### config.mk
export PLATFORM = sky130hd
export DESIGN_NAME = sampler
export DESIGN_NICKNAME = d
export VERILOG_FILES = /design/src/rtl/sampler.sv
export SDC_FILE = /design/constraint.sdc
export NUM_CORES = 1
export LEC_CHECK = 0
export ABC_AREA = 1
export BUFFER_PORTS_ARGS = -buffer_cell sky130_fd_sc_hd__buf_2
export CORE_MARGIN = 2
export CORE_UTILIZATION = 54
export CTS_BUF_LIST = sky130_fd_sc_hd__clkbuf_2 sky130_fd_sc_hd__clkbuf_4 sky130_fd_sc_hd__clkbuf_8
export DETAILED_ROUTE_END_ITERATION = 7
export GPL_TIMING_DRIVEN = 0
export PLACE_DENSITY_LB_ADDON = 0.1
export SKIP_CTS_REPAIR_TIMING = 1
export SYNTH_ARGS = -nofsm -noshare
export SYNTH_HDL_FRONTEND = slang
export SYNTH_SLANG_ARGS = --single-unit
### constraint.sdc
create_clock -name clk_i -period 1.4 [get_ports clk_i]
set_input_delay 0.21 -clock clk_i [delete_from_list [all_inputs] [get_ports clk_i]]
set_output_delay 0.21 -clock clk_i [all_outputs]
set_load 0.01 [all_outputs]
### src/rtl/sampler.sv
// sampler: front-end sampling stage of the logic analyzer.
// Divides clk_i down to the configured sample rate and emits one strobed
// sample of the probe channels per sample period (period = div_q + 1 cycles).
// Optional feature macro: SAMPLER_SYNC_EN -- when defined, d_i passes through
// a two-flop synchronizer before sampling (data latency 3 edges instead of 1).
module sampler #(
    parameter int WIDTH = 4,
    parameter int DIV_W = 24
) (
    input  logic             clk_i,
    input  logic             rst_in,
    input  logic             en_i,
    input  logic             cfg_stb_i,
    input  logic [DIV_W-1:0] cfg_i,
    input  logic [WIDTH-1:0] d_i,
    output logic             stb_o,
    output logic [WIDTH-1:0] q_o
);

    logic [DIV_W-1:0] div_q;
    logic [DIV_W-1:0] cnt_q;
    logic [WIDTH-1:0] src;
    logic             fire;

`ifdef SAMPLER_SYNC_EN
    logic [WIDTH-1:0] sync1_q;
    logic [WIDTH-1:0] sync2_q;

    // Two-stage synchronizer for asynchronous probe inputs
    always_ff @(posedge clk_i or negedge rst_in) begin
        if (!rst_in) begin
            sync1_q <= '0;
            sync2_q <= '0;
        end else begin
            sync1_q <= d_i;
            sync2_q <= sync1_q;
        end
    end

    assign src = sync2_q;
`else
    assign src = d_i;
`endif

    // A config write always suppresses the sample and restarts the phase
    assign fire = en_i && !cfg_stb_i && (cnt_q == '0);

    // Divider register, writable regardless of enable
    always_ff @(posedge clk_i or negedge rst_in) begin
        if (!rst_in) begin
            div_q <= '0;
        end else if (cfg_stb_i) begin
            div_q <= cfg_i;
        end
    end

    // Down-counter: reloads on terminal count, parked at zero when idle so the
    // first enabled cycle samples immediately
    always_ff @(posedge clk_i or negedge rst_in) begin
        if (!rst_in) begin
            cnt_q <= '0;
        end else if (cfg_stb_i || !en_i) begin
            cnt_q <= '0;
        end else if (cnt_q == '0) begin
            cnt_q <= div_q;
        end else begin
            cnt_q <= cnt_q - DIV_W'(1);
        end
    end

    // Sample register and strobe; q_o holds between strobes
    always_ff @(posedge clk_i or negedge rst_in) begin
        if (!rst_in) begin
            stb_o <= 1'b0;
            q_o   <= '0;
        end else begin
            stb_o <= fire;
            if (fire) begin
                q_o <= src;
            end
        end
    end

endmodule

* Word level (Yosys, flattened, before mapping)
Cells that the tools add are included.
Operators by class: add/sub/neg operators 1, muxes and demuxes 2, reductions and logical operators 6
Operators with widths (count):
- 24-bit 2-to-1 mux | 2
- 24-bit logical NOT | 1
- 24-bit by 1-bit subtractor with 24-bit output (second input constant) | 1
- 1-bit logical AND | 2
- 1-bit logical NOT | 2
- 1-bit logical OR | 1
Word-level totals: bits in registers 53, input bits 32, output and inout port bits 5, word-level logic and storage cells 13

* Depth between registers and ports, before layout
Gate-level depths: netlist of run 1.
depth after elaboration 3, mapped depth 10, depth with buffers taken out 9

* Worst setup path after synthesis of run 1
OpenSTA, ideal clock, no wires.
kind reg2reg, start point register cnt_q[0], end point register cnt_q[18], setup time 0.113 ns, arrival 1.313 ns, required time 1.287 ns, slack -0.026 ns, stages on the path, launching flop included 11, buffers on the path 1, clock period less this slack 1.426 ns, path through dfrtp_1 -> inv_1 -> ha_1 -> nand3_1 -> nor2_1 -> nand3_4 -> buf_6 -> nor2_1 -> nor2_1 -> nand2_1 -> inv_1
On the way: cells in the longest elaborated chain, start to end 3, elaborated cells between the ends (all ways) 4, those cells by class add/sub: 1; mux: 2; reduce/logical: 1
Ends and longest elaborated chain:
- from (decl) | line 21 | logic [DIV_W-1:0] cnt_q;
- from (signal assigned) | line 65 | cnt_q <= div_q;
- from (signal assigned) | line 67 | cnt_q <= cnt_q - DIV_W'(1);
- 24-bit by 1-bit subtractor with 24-bit output or 24-bit logical NOT (tied branches) | line 67, 64
- 24-bit 2-to-1 mux (*) | line 64 | end else if (cnt_q == '0) begin
- 24-bit 2-to-1 mux (*) | line 62 | end else if (cfg_stb_i || !en_i) begin
Every way passes the cells marked *; elsewhere a longest branch is shown, timed or not. A chain may end at the register's enable or synchronous reset.

* Final worst setup path of run 1
start point register cnt_q[1], end point register cnt_q[12]
The elaborated chain is that of the path after synthesis.

==> key figures, run 1 <==
Route
  • Vias: around 2200
  • Starting DRT DRC Count: ~230
  • Vias/cell: 5.01
  • Wirelength per Cell: roughly 14 microns
  • DRC viols: 0
  • Total Wirelength: between 6 and 7 mm
  • Remaining antenna violation count after routing: 0
  • Drt pass-1 iters: 4

Global routing
  • GRT Max-Usage Layer: met2
  • Largest net degree at the start of global routing: 54
  • Met3 usage: 0.0476
  • GRT Residual Overflow: 0
  • Gr usage total: 0.229
  • Met2 usage: 0.345
  • Initial antenna violation count: 0
  • Vias in the first global route: approximately 2100
  • Met1 usage: 0.336
  • Wire length of the first global-routing pass: approximately 9.7 mm

Pwr
  • Maximum vdd ir drop: ~0.0011 V
  • Cell area power density: roughly 2400 mW/mm^2
  • Static Leak: between 1.5 and 2 nW

Clocking
  • # H-tree levels: 2
  • Clk buf depth: 2
  • Worst-path clk slew: roughly 0.1 ns
  • Clock latency on the worst-skew pair: 0.31 ns
  • CTS tree: built
  • CTS Sinks: 53
  • TritonCTS Buffers: 5
  • CTS Root Cell: clkbuf_8

Placement
  • GPL Wtd Cong: 0.900
  • Inst Count DP: about 430
  • HPWL after detailed placement: roughly 4.3 mm
  • I/O Buffers: 35

Synthesis
  • Synth area leaders: dfrtp_1 (48%), mux2_2 (9.8%), nand2_1 (8.9%)
  • Post-Syn Nets: approximately 360
  • Synth Register Bits: 53
  • Avg Cell Area, Syn: between 8 and 9 sq um
  • Register area share after synthesis: 0.479
  • Synth cell count leaders: nand2_1 (66), nor2_1 (61), dfrtp_1 (53)
  • Post-Syn Area: 0.00277 sq mm
  • EDFF count, synth: 0
  • Syn. warnings: 0
  • Post-synth top area share: 0.479
  • Count leader, synth: nand2_1
  • Synth unique cells: 26
  • Top cell type by total area after synthesis: dfrtp_1
  • Synth Instances: 322
  • Primary FF master, synth: dfrtp_1
  • Synth async-reset ratio: 1.00

Final layout
  • # nets final: roughly 410
  • Fraction of layout cells with a size suffix above 1: 0.372
  • Synth-to-Final Area Change: 23.4%
  • Non-Filler Instances: about 450
  • Post-layout util: 0.678
  • Antenna Cells: 0

Critical path
  • Crit path capture type: flip-flop
  • CP startpoint kind: flip-flop
  • Setup slack, reg-to-reg: -0.12 ns
  • Critical Path RT: between 1.5 and 2 ns
  • Arr. time, crit path: around 1.7 ns
  • Crit Path Max Fanout: 10
  • Reg-to-reg startpoint: cnt_q[1]
  • Depth of the worst register-to-register path: 8
  • Crit path kind: flip-flop to flip-flop
  • R2r endpoint: cnt_q[12]

STA
  • Final Cycle Share: 1.09
  • Final setup margin: -0.123 ns
  • Worst Skew: just under 0.01 ns
  • Tmin final: around 1.5 ns
  • Slew headroom: 0.225
  • RSZ-0062 raised after global routing: true
  • Slew of the pin with the lowest slew margin: 1.16 ns
  • Fin. Hold Viols: 0
  • Setup TNS: -2.24 ns
  • Max-slew violations: 0
  • Final setup viols: 28
  • Max Clk Rate: 656 MHz

Min path
  • Hold crit path type: primary input to flip-flop
  • Hold path startpoint: d_i[0]
  • Hold depth: 3
  • Hold path endpoint: q_o[0]

Floorplanning
  • Row count: 26
  • Die width: around 76 microns
  • Height of the die: ~76 microns
  • Initial Utilization: 0.549
  • Num ports: 37
  • Die ar.: between 0.005 and 0.006 sq mm
  • Core Area: roughly 0.0050 sq mm

Status
  • Status: complete, but fails checks
  • Failing checks: setup timing

Job
  • Max-Cap Viols: 0
-- sequential cells by signal, indices dropped and copies added, names as in the netlist --
register,flops
cnt_q,24
div_q,24
q_o,4
stb_o,1
-- kinds of logic after synthesis --
group / synth area share
and+or+nand+nor: 0.279
muxes: 0.0976
DFF: 0.479
xor gates and xnor gates: 0.0316
adders and majority gates: 0.00904
AOI/OAI and AO/OA: 0.0416
buffers and inverters: 0.0619
-- final cells by class --
| class | instances | area, sq um |
|---|---|---|
| fillers | 402 | 1630 |
| clock inverters | 2 | 38.8 |
| plain buffers | 10 | 71.3 |
| repair buffers | 46 | 262 |
| multi-input cells | 230 | 1440 |
| well taps | 70 | 87.6 |
| flip-flops and latches | 53 | 1330 |
| inverters | 29 | 109 |
| clock buffers | 6 | 76.3 |
-- worst max-delay path: stages, from the launching register on --
cell and delay [ns]:
dfrtp_1 0.41, inv_2 0.09, ha_4 0.15, nand3_4 0.09
nor2_4 0.13, nand3_4 0.13, buf_4 0.22, o21ai_1 0.14
nor2_1 0.06
-- through the flow --
stage | setup WS [ns] | hold WS (ns) | cell area, sq um | power, mW
2_1_floorplan | 0.0189 | -0.0856 | 2770 | 5.24
3_3_place_gp | -0.182 | 0.414 | 3030 | 6.05
3_5_place_dp | -0.197 | 0.414 | 3030 | 6.12
4_1_cts | -0.215 | 0.0945 | 3150 | 7.23
5_1_grt | -0.205 | 0.113 | 3420 | 8.77
6_report | -0.123 | 0.103 | 3420 | 8.11
-- worst max-delay path by stage --
stage | start | to | slack [ns] | cells after the start
detailed placement | cnt_q[0] | cnt_q[12] | -0.20 | 8
global route | cnt_q[14] | cnt_q[19] | -0.20 | 9
CTS | cnt_q[0] | cnt_q[22] | -0.21 | 9
global placement | cnt_q[0] | cnt_q[12] | -0.18 | 8
finish | cnt_q[1] | cnt_q[12] | -0.12 | 8
floorplan | cnt_q[0] | cnt_q[14] | 0.02 | 7
-- where the power goes --
part / total [mW] / leakage (nW) / internal (mW) / switching, mW
Clock: 1.08 / 0.0588 / 0.557 / 0.524
Sequential: 2.16 / 0.667 / 1.86 / 0.301
Combinational: 4.87 / 1.00 / 1.93 / 2.94
-- layer usage --
layer,wire length (microns),share of wire
met5,0,0
met4,66,0.011
met3,195,0.032
met2,2880,0.48
met1,2910,0.48
-- cell usage in the layout (no fill, tap or decap) --
| cell type | Yosys | layout |
|---|---|---|
| a21oi_1 | 6 | 6 |
| buf_2 | 5 | 38 |
| buf_4 | 1 | 12 |
| buf_6 | 2 | 4 |
| bufinv_16 | 0 | 1 |
| clkbuf_1 | 2 | 2 |
| clkbuf_4 | 0 | 1 |
| clkbuf_8 | 0 | 5 |
| clkinv_4 | 0 | 1 |
| dfrtp_1 | 53 | 50 |
| dfrtp_2 | 0 | 3 |
| ha_2 | 0 | 1 |
| ha_4 | 0 | 1 |
| inv_1 | 27 | 25 |
| inv_2 | 2 | 4 |
| mux2_2 | 24 | 24 |
| nand2_1 | 66 | 63 |
| nand2_2 | 2 | 3 |
| nand2_4 | 1 | 3 |
| nand3_1 | 19 | 18 |
| nand3_4 | 1 | 2 |
| nand3b_1 | 2 | 2 |
| nand4_1 | 7 | 7 |
| nor2_1 | 61 | 38 |
| nor2_2 | 6 | 20 |
| nor2_4 | 3 | 12 |
| nor2_8 | 1 | 1 |
| nor3_1 | 2 | 1 |
| nor3_2 | 0 | 1 |
| o21ai_0 | 1 | 1 |
| o21ai_1 | 16 | 13 |
| o21ai_2 | 0 | 2 |
| o21ai_4 | 0 | 1 |
| xnor2_1 | 2 | 2 |
| xor2_1 | 8 | 8 |
Power figures use the tool's default switching activity.
==> run 2: changes to the inputs <==
Settings changed: ABC_AREA 1 to default, CORE_ASPECT_RATIO from default to 0.6, CORE_UTILIZATION 54 to 51, CTS_BUF_LIST sky130_fd_sc_hd__clkbuf_2 sky130_fd_sc_hd__clkbuf_4 sky130_fd_sc_hd__clkbuf_8 to sky130_fd_sc_hd__clkbuf_8 sky130_fd_sc_hd__clkbuf_16.
==> key figures, run 2 <==
Synthesis
  • EDFF count, synth: 0 (unchanged)
  • Syn. warnings: 0 (unchanged)
  • Synth Instances: 217 (-33%)
  • Post-Syn Area: 0.00249 sq mm (-10%)
  • Synth Register Bits: 53 (unchanged)
  • Count leader, synth: dfrtp_1
  • Post-Syn Nets: 251 (-29%)
  • Register area share after synthesis: 0.532 (+0.0531)
  • Post-synth top area share: 0.532 (+0.0531)
  • Primary FF master, synth: dfrtp_1
  • Synth unique cells: 37 (+42%)
  • Synth async-reset ratio: 1.00 (unchanged)
  • Avg Cell Area, Syn: 11.5 sq um (+34%)
  • Synth area leaders: dfrtp_1 (53%), mux2_2 (13%), xnor2_1 (3.9%)
  • Top cell type by total area after synthesis: dfrtp_1
  • Synth cell count leaders: dfrtp_1 (53), mux2_2 (28), nor2_1 (19)

Floorplanning
  • Die width: 94.3 microns (+25%)
  • Height of the die: 58.2 microns (-23%)
  • Row count: 19 (-27%)
  • Num ports: 37 (unchanged)
  • Core Area: 0.00464 sq mm (-8.1%)
  • Die ar.: 0.00548 sq mm (-4.1%)
  • Initial Utilization: 0.538 (-0.0115)

Global routing
  • Initial antenna violation count: 0 (unchanged)
  • Vias in the first global route: 1693 (-21%)
  • Wire length of the first global-routing pass: 8.46 mm (-13%)
  • Largest net degree at the start of global routing: 54 (unchanged)
  • Gr usage total: 0.207 (-0.0217)
  • GRT Residual Overflow: 0 (unchanged)

Clocking
  • Worst-path clk slew: 0.10 ns (about the same)
  • CTS Sinks: 53 (unchanged)
  • Clk buf depth: 2 (unchanged)
  • CTS tree: built
  • # H-tree levels: 2 (unchanged)
  • CTS Root Cell: clkbuf_8
  • TritonCTS Buffers: 5 (unchanged)
  • Clock latency on the worst-skew pair: 0.31 ns (about the same)

Pwr
  • Maximum vdd ir drop: 0.000915 V (-15%)
  • Total Power: 5.97 mW (-26%)
  • Cell area power density: 1930 mW/mm^2 (-19%)
  • Static Leak: 1.34 nW (-22%)

Final layout
  • Most common cell after layout, fill and taps aside: dfrtp_1
  • Fillers: 367 (-8.7%)
  • Most frequent cells in the layout: dfrtp_1 (53), buf_2 (38), mux2_2 (24)
  • Synth-to-Final Area Change: 24.0%
  • Regs by FF count: cnt_q x24, div_q x24, q_o x4
  • Final instance area: 0.00309 sq mm (-9.5%)
  • Fraction of layout cells with a size suffix above 1: 0.425 (+0.0530)
  • Antenna Cells: 0 (unchanged)
  • Non-Filler Instances: 331 (-26%)
  • Post-layout util: 0.667 (-0.0107)
  • # nets final: 301 (-26%)

Placement
  • Inst Count DP: 315 (-26%)
  • I/O Buffers: 35 (unchanged)
  • GPL Wtd Cong: 0.806 (-10%)
  • Placed inst area: 0.00276 sq mm (-9.1%)
  • HPWL after detailed placement: 3.76 mm (-13%)

Critical path
  • Slowest CP cell: or4_4
  • CP startpoint kind: flip-flop
  • Crit-path cells: or4_4 -> nor4_4 -> nand4bb_1 -> buf_6 -> nor2_4 -> mux2_4
  • Critical Path RT: 1.61 ns (about the same)
  • Worst path bufs/invs: 1 (-1)
  • Crit Path Max Fanout: 5 (-5)
  • Setup slack, reg-to-reg: -0.79 ns (-0.67 ns)
  • Top delay family on crit path: simple AND/OR/NAND/NOR gates
  • Depth of the worst register-to-register path: 6 (-2)
  • Slowest stage delay, CP: 0.55 ns (+0.14 ns)
  • WP depth: 6 (-2)
  • Crit path capture type: flip-flop
  • Crit path kind: flip-flop to flip-flop
  • Arr. time, crit path: 2.40 ns (+0.67 ns)

STA
  • Final Cycle Share: 1.57 (+0.477)
  • Final setup margin: -0.791 ns (-0.668 ns)
  • Max Clk Rate: 456 MHz (-30%)
  • Worst Skew: 0.00984 ns (-0.0000996 ns)
  • Slew of the pin with the lowest slew margin: 1.14 ns (-0.0174 ns)
  • Fin. Hold Viols: 0 (unchanged)
  • Slew headroom: 0.237 (+0.0116)
  • Setup TNS: -19.89 ns (-17.64 ns)
  • RSZ-0062 raised after global routing: true
  • Max-slew violations: 0 (unchanged)
  • Tmin final: 2.19 ns (+0.668 ns)
  • Final setup viols: 29 (+3.6%)

Route
  • Vias/cell: 5.53 (+10%)
  • Wirelength per Cell: 16.1 microns (+19%)
  • Remaining antenna violation count after routing: 0 (unchanged)
  • Drt pass-1 iters: 4 (unchanged)
  • Total Wirelength: 5.32 mm (-12%)
  • Vias: 1830 (-18%)
  • DRC viols: 0 (unchanged)
  • Starting DRT DRC Count: 72 (-69%)

Min path
  • Hold crit path type: primary input to asynchronous set/reset pin

Job
  • Max-Cap Viols: 0 (unchanged)

Status
  • Status: complete, but fails checks
  • Failing checks: setup timing
## run 2: cell types whose count changed in the layout (fill, tap and decap cells not counted), moves of 6 or more
cell and delta:
nand3_1 -17, nor2_2 -19, xnor2_1 +9, inv_1 -21, a211oi_2 +6, nor2_4 -11, o21ai_2 +8, nand2_1 -58
a21oi_1 +8, nor2_1 -20, o21ai_1 -10
## run 2: final timing paths
| path | start | to |
|---|---|---|
| worst max-delay path | cnt_q[16] | q_o[3] |
| worst min-delay path | rst_in | div_q[15] |
| worst max register to register | cnt_q[16] | q_o[3] |
| worst min register to register | div_q[4] | div_q[4] |
| max in group asynchronous | rst_in | cnt_q[21] |
| min in group clk_i | d_i[0] | q_o[0] |
## run 2: metrics by stage
step | hold slack, ns | worst slack [ns]
after floorplan | -0.0856 | -0.600
after global routing | 0.107 | -0.873
final | 0.114 | -0.791
after detailed placement | 0.445 | -0.975
after global placement | 0.441 | -0.979
after CTS | 0.114 | -0.984
## run 2: logic make-up (layout without fill, tap and decap cells)
family	Yosys count	in the layout	share of synthesized area
AND/OR/NAND/NOR	60	60	0.144
multiplexers	28	28	0.127
flip-flops	53	53	0.532
buffers and inverters	14	65	0.0251
adder cells (fa/ha/maj)	2	2	0.0100
XOR/XNOR	19	19	0.0668
AO/OA/AOI/OAI	41	41	0.0959
## run 2: final cells by class
| type | instances | area [sq um] | share of cell area |
|---|---|---|---|
| Buffer | 10 | 56.3 | 0.0182 |
| Clock buffer | 6 | 82.6 | 0.0267 |
| Clock inverter | 2 | 16.3 | 0.00526 |
| Inverter | 4 | 15.0 | 0.00486 |
| Multi-Input combinational cell | 150 | 1280 | 0.413 |
| Sequential cell | 53 | 1330 | 0.429 |
| Tap cell | 63 | 78.8 | 0.0255 |
| Timing Repair Buffer | 43 | 239 | 0.0773 |
## run 2: routing by layer
layer,share of wire,global-route usage
met1,0.53,0.348
met2,0.39,0.254
met3,0.071,0.0507
met4,0.0096,0.0621
met5,0,0
## run 2: report_power, final
part	total, mW	internal (mW)	switching (mW)
sequential	2.15	1.81	0.345
clock	0.920	0.408	0.513
combinational	2.90	1.42	1.48
total	5.97	3.63	2.34
==> run 3: changes to the inputs <==
Settings changed: CORE_UTILIZATION 51 to 39, TNS_END_PERCENT from default to 1.
==> key figures, run 3 (synthesized netlist as in run 2, its figures left out) <==
Status
  • Status: complete, but fails checks
  • Failing checks: setup timing

Final layout
  • Fillers: 582 (+59%)
  • Most common cell after layout, fill and taps aside: dfrtp_1
  • Antenna Cells: 0 (unchanged)
  • Area occupied by multi-input gates: 0.00119 sq mm (-6.7%)
  • FF/Latch Area: 0.00133 sq mm (unchanged)
  • Synth-to-Final Area Change: 20.7%
  • Most frequent cells in the layout: dfrtp_1 (53), buf_2 (38), mux2_2 (28)
  • # nets final: 300 (-0.33%)
  • Regs by FF count: cnt_q x24, div_q x24, q_o x4
  • Fraction of layout cells with a size suffix above 1: 0.368 (-0.0570)
  • Post-layout util: 0.490 (-0.177)

Global routing
  • Largest net degree at the start of global routing: 54 (unchanged)
  • Gr usage total: 0.158 (-0.0488)
  • Wire length of the first global-routing pass: 8.56 mm (+1.1%)
  • Vias in the first global route: 1688 (-0.30%)
  • Initial antenna violation count: 0 (unchanged)
  • GRT Residual Overflow: 0 (unchanged)

Clocking
  • # H-tree levels: 2 (unchanged)
  • CTS Sinks: 53 (unchanged)
  • Clk buf depth: 2 (unchanged)
  • CTS Root Cell: clkbuf_8
  • CTS tree: built
  • TritonCTS Buffers: 5 (unchanged)
  • Clock latency on the worst-skew pair: 0.30 ns (about the same)
  • Worst-path clk slew: 0.09 ns (about the same)

Pwr
  • Cell area power density: 1860 mW/mm^2 (-3.9%)
  • Static Leak: 1.31 nW (-2.6%)
  • Maximum vdd ir drop: 0.000585 V (-36%)
  • Clock network power share: 0.155 (about the same)
  • Comb power frac: 0.466 (-0.019)
  • Switching share of power: 0.389 (-0.00229)
  • Cell internal pwr: 3.41 mW (-6.1%)
  • NetSw: 2.18 mW (-7.0%)
  • Part of the power in registers: 0.380 (+0.019)

Critical path
  • Reg-to-reg startpoint: cnt_q[17]
  • Crit path kind: flip-flop to flip-flop
  • Critical Path RT: 1.59 ns (-0.02 ns)
  • Crit path capture type: flip-flop
  • CP startpoint kind: flip-flop
  • Crit Path Max Fanout: 5 (unchanged)
  • Arr. time, crit path: 2.45 ns (+0.05 ns)
  • Worst setup startpoint: cnt_q[17]

Route
  • Starting DRT DRC Count: 75 (+4.2%)
  • Remaining antenna violation count after routing: 0 (unchanged)
  • Vias: 1779 (-2.8%)
  • DRC viols: 0 (unchanged)
  • Drt pass-1 iters: 4 (unchanged)
  • Wirelength per Cell: 15.0 microns (-6.7%)
  • Vias/cell: 5.08 (-8.1%)
  • Total Wirelength: 5.25 mm (-1.4%)

STA
  • Slew headroom: 0.217 (-0.0201)
  • Worst Skew: 0.00669 ns (-0.00315 ns)
  • Max Clk Rate: 443 MHz (-2.9%)
  • Max-slew violations: 0 (unchanged)
  • RSZ-0062 raised after global routing: true
  • Tmin final: 2.26 ns (+0.0662 ns)
  • Final Cycle Share: 1.61 (+0.0473)
  • Final hold slack: 0.136 ns (+0.0226 ns)
  • Final setup margin: -0.857 ns (-0.0662 ns)
  • Slew of the pin with the lowest slew margin: 1.17 ns (+0.0301 ns)
  • Final setup viols: 29 (unchanged)
  • Fin. Hold Viols: 0 (unchanged)

Job
  • Max-Cap Viols: 0 (unchanged)

Placement
  • I/O Buffers: 35 (unchanged)
  • GPL Wtd Cong: 0.845 (+4.9%)
  • HPWL after detailed placement: 3.66 mm (-2.7%)

Floorplanning
  • Die ar.: 0.00707 sq mm (+29%)
  • Core Area: 0.00614 sq mm (+32%)
  • Height of the die: 65.9 microns (+13%)
  • Row count: 22 (+3)
  • Die width: 107 microns (+14%)
  • Initial Utilization: 0.406 (-0.132)
  • Num ports: 37 (unchanged)

Min path
  • Hold crit path type: primary input to asynchronous set/reset pin
-- run 3: cell count changes in the layout (fill, tap and decap cells not counted), sizes merged --
cell,change
buf,-1
clkinvlp,-1
-- run 3: per-stage QoR --
step / setup TNS [ns] / total power, mW / cells / cell area (sq um) / setup WS [ns]
after CTS: -25.76 / 5.24 / 343 / 2860 / -1.05
final: -21.56 / 5.59 / 350 / 3010 / -0.857
after global placement: -28.30 / 4.37 / 336 / 2770 / -1.09
after floorplan: -14.63 / 3.78 / 217 / 2490 / -0.647
after detailed placement: -28.10 / 4.36 / 336 / 2770 / -1.02
after global routing: -24.03 / 5.99 / 350 / 3010 / -0.937
-- run 3: cell type report --
cell class | count | share of cell area
Sequential cell | 53 | 0.441
Multi-Input combinational cell | 150 | 0.396
Inverter | 4 | 0.00499
Buffer | 10 | 0.0187
Tap cell | 84 | 0.0349
Clock buffer | 6 | 0.0274
Clock inverter | 1 | 0.00125
Timing Repair Buffer | 42 | 0.0757
-- run 3: path summary, 6_finish.rpt --
path	endpoint	slack (ns)	cells past startpoint
max in group asynchronous	div_q[0]	0.54	1
min in group clk_i	div_q[17]	0.14	2
hold reg to reg	q_o[0]	0.51	1
hold / removal	div_q[16]	0.14	1
setup reg to reg	q_o[3]	-0.86	6
setup / recovery	q_o[3]	-0.86	6
-- run 3: routing by layer --
layer  wire length [microns]  part of all wire  GRT usage
met5                       0                 0          0
met4                      21            0.0040     0.0341
met3                     240             0.046     0.0433
met2                    2020              0.38      0.199
met1                    2970              0.57      0.259
-- run 3: critical path, stage by stage (launching register included) --
cell       delay (ns)
dfrtp_1          0.41
or4_4            0.56
nor4_4           0.32
nand4bb_1        0.18
buf_6            0.17
nor2_4           0.15
mux2_2           0.35
-- run 3: power groups by stage --
stage	combinational, mW	sequential, mW	clock (mW)
floorplan	1.71	2.07	0
global placement	2.27	2.10	0
detailed placement	2.27	2.10	0
CTS	2.29	2.07	0.884
global route	2.86	2.16	0.971
finish	2.60	2.12	0.864
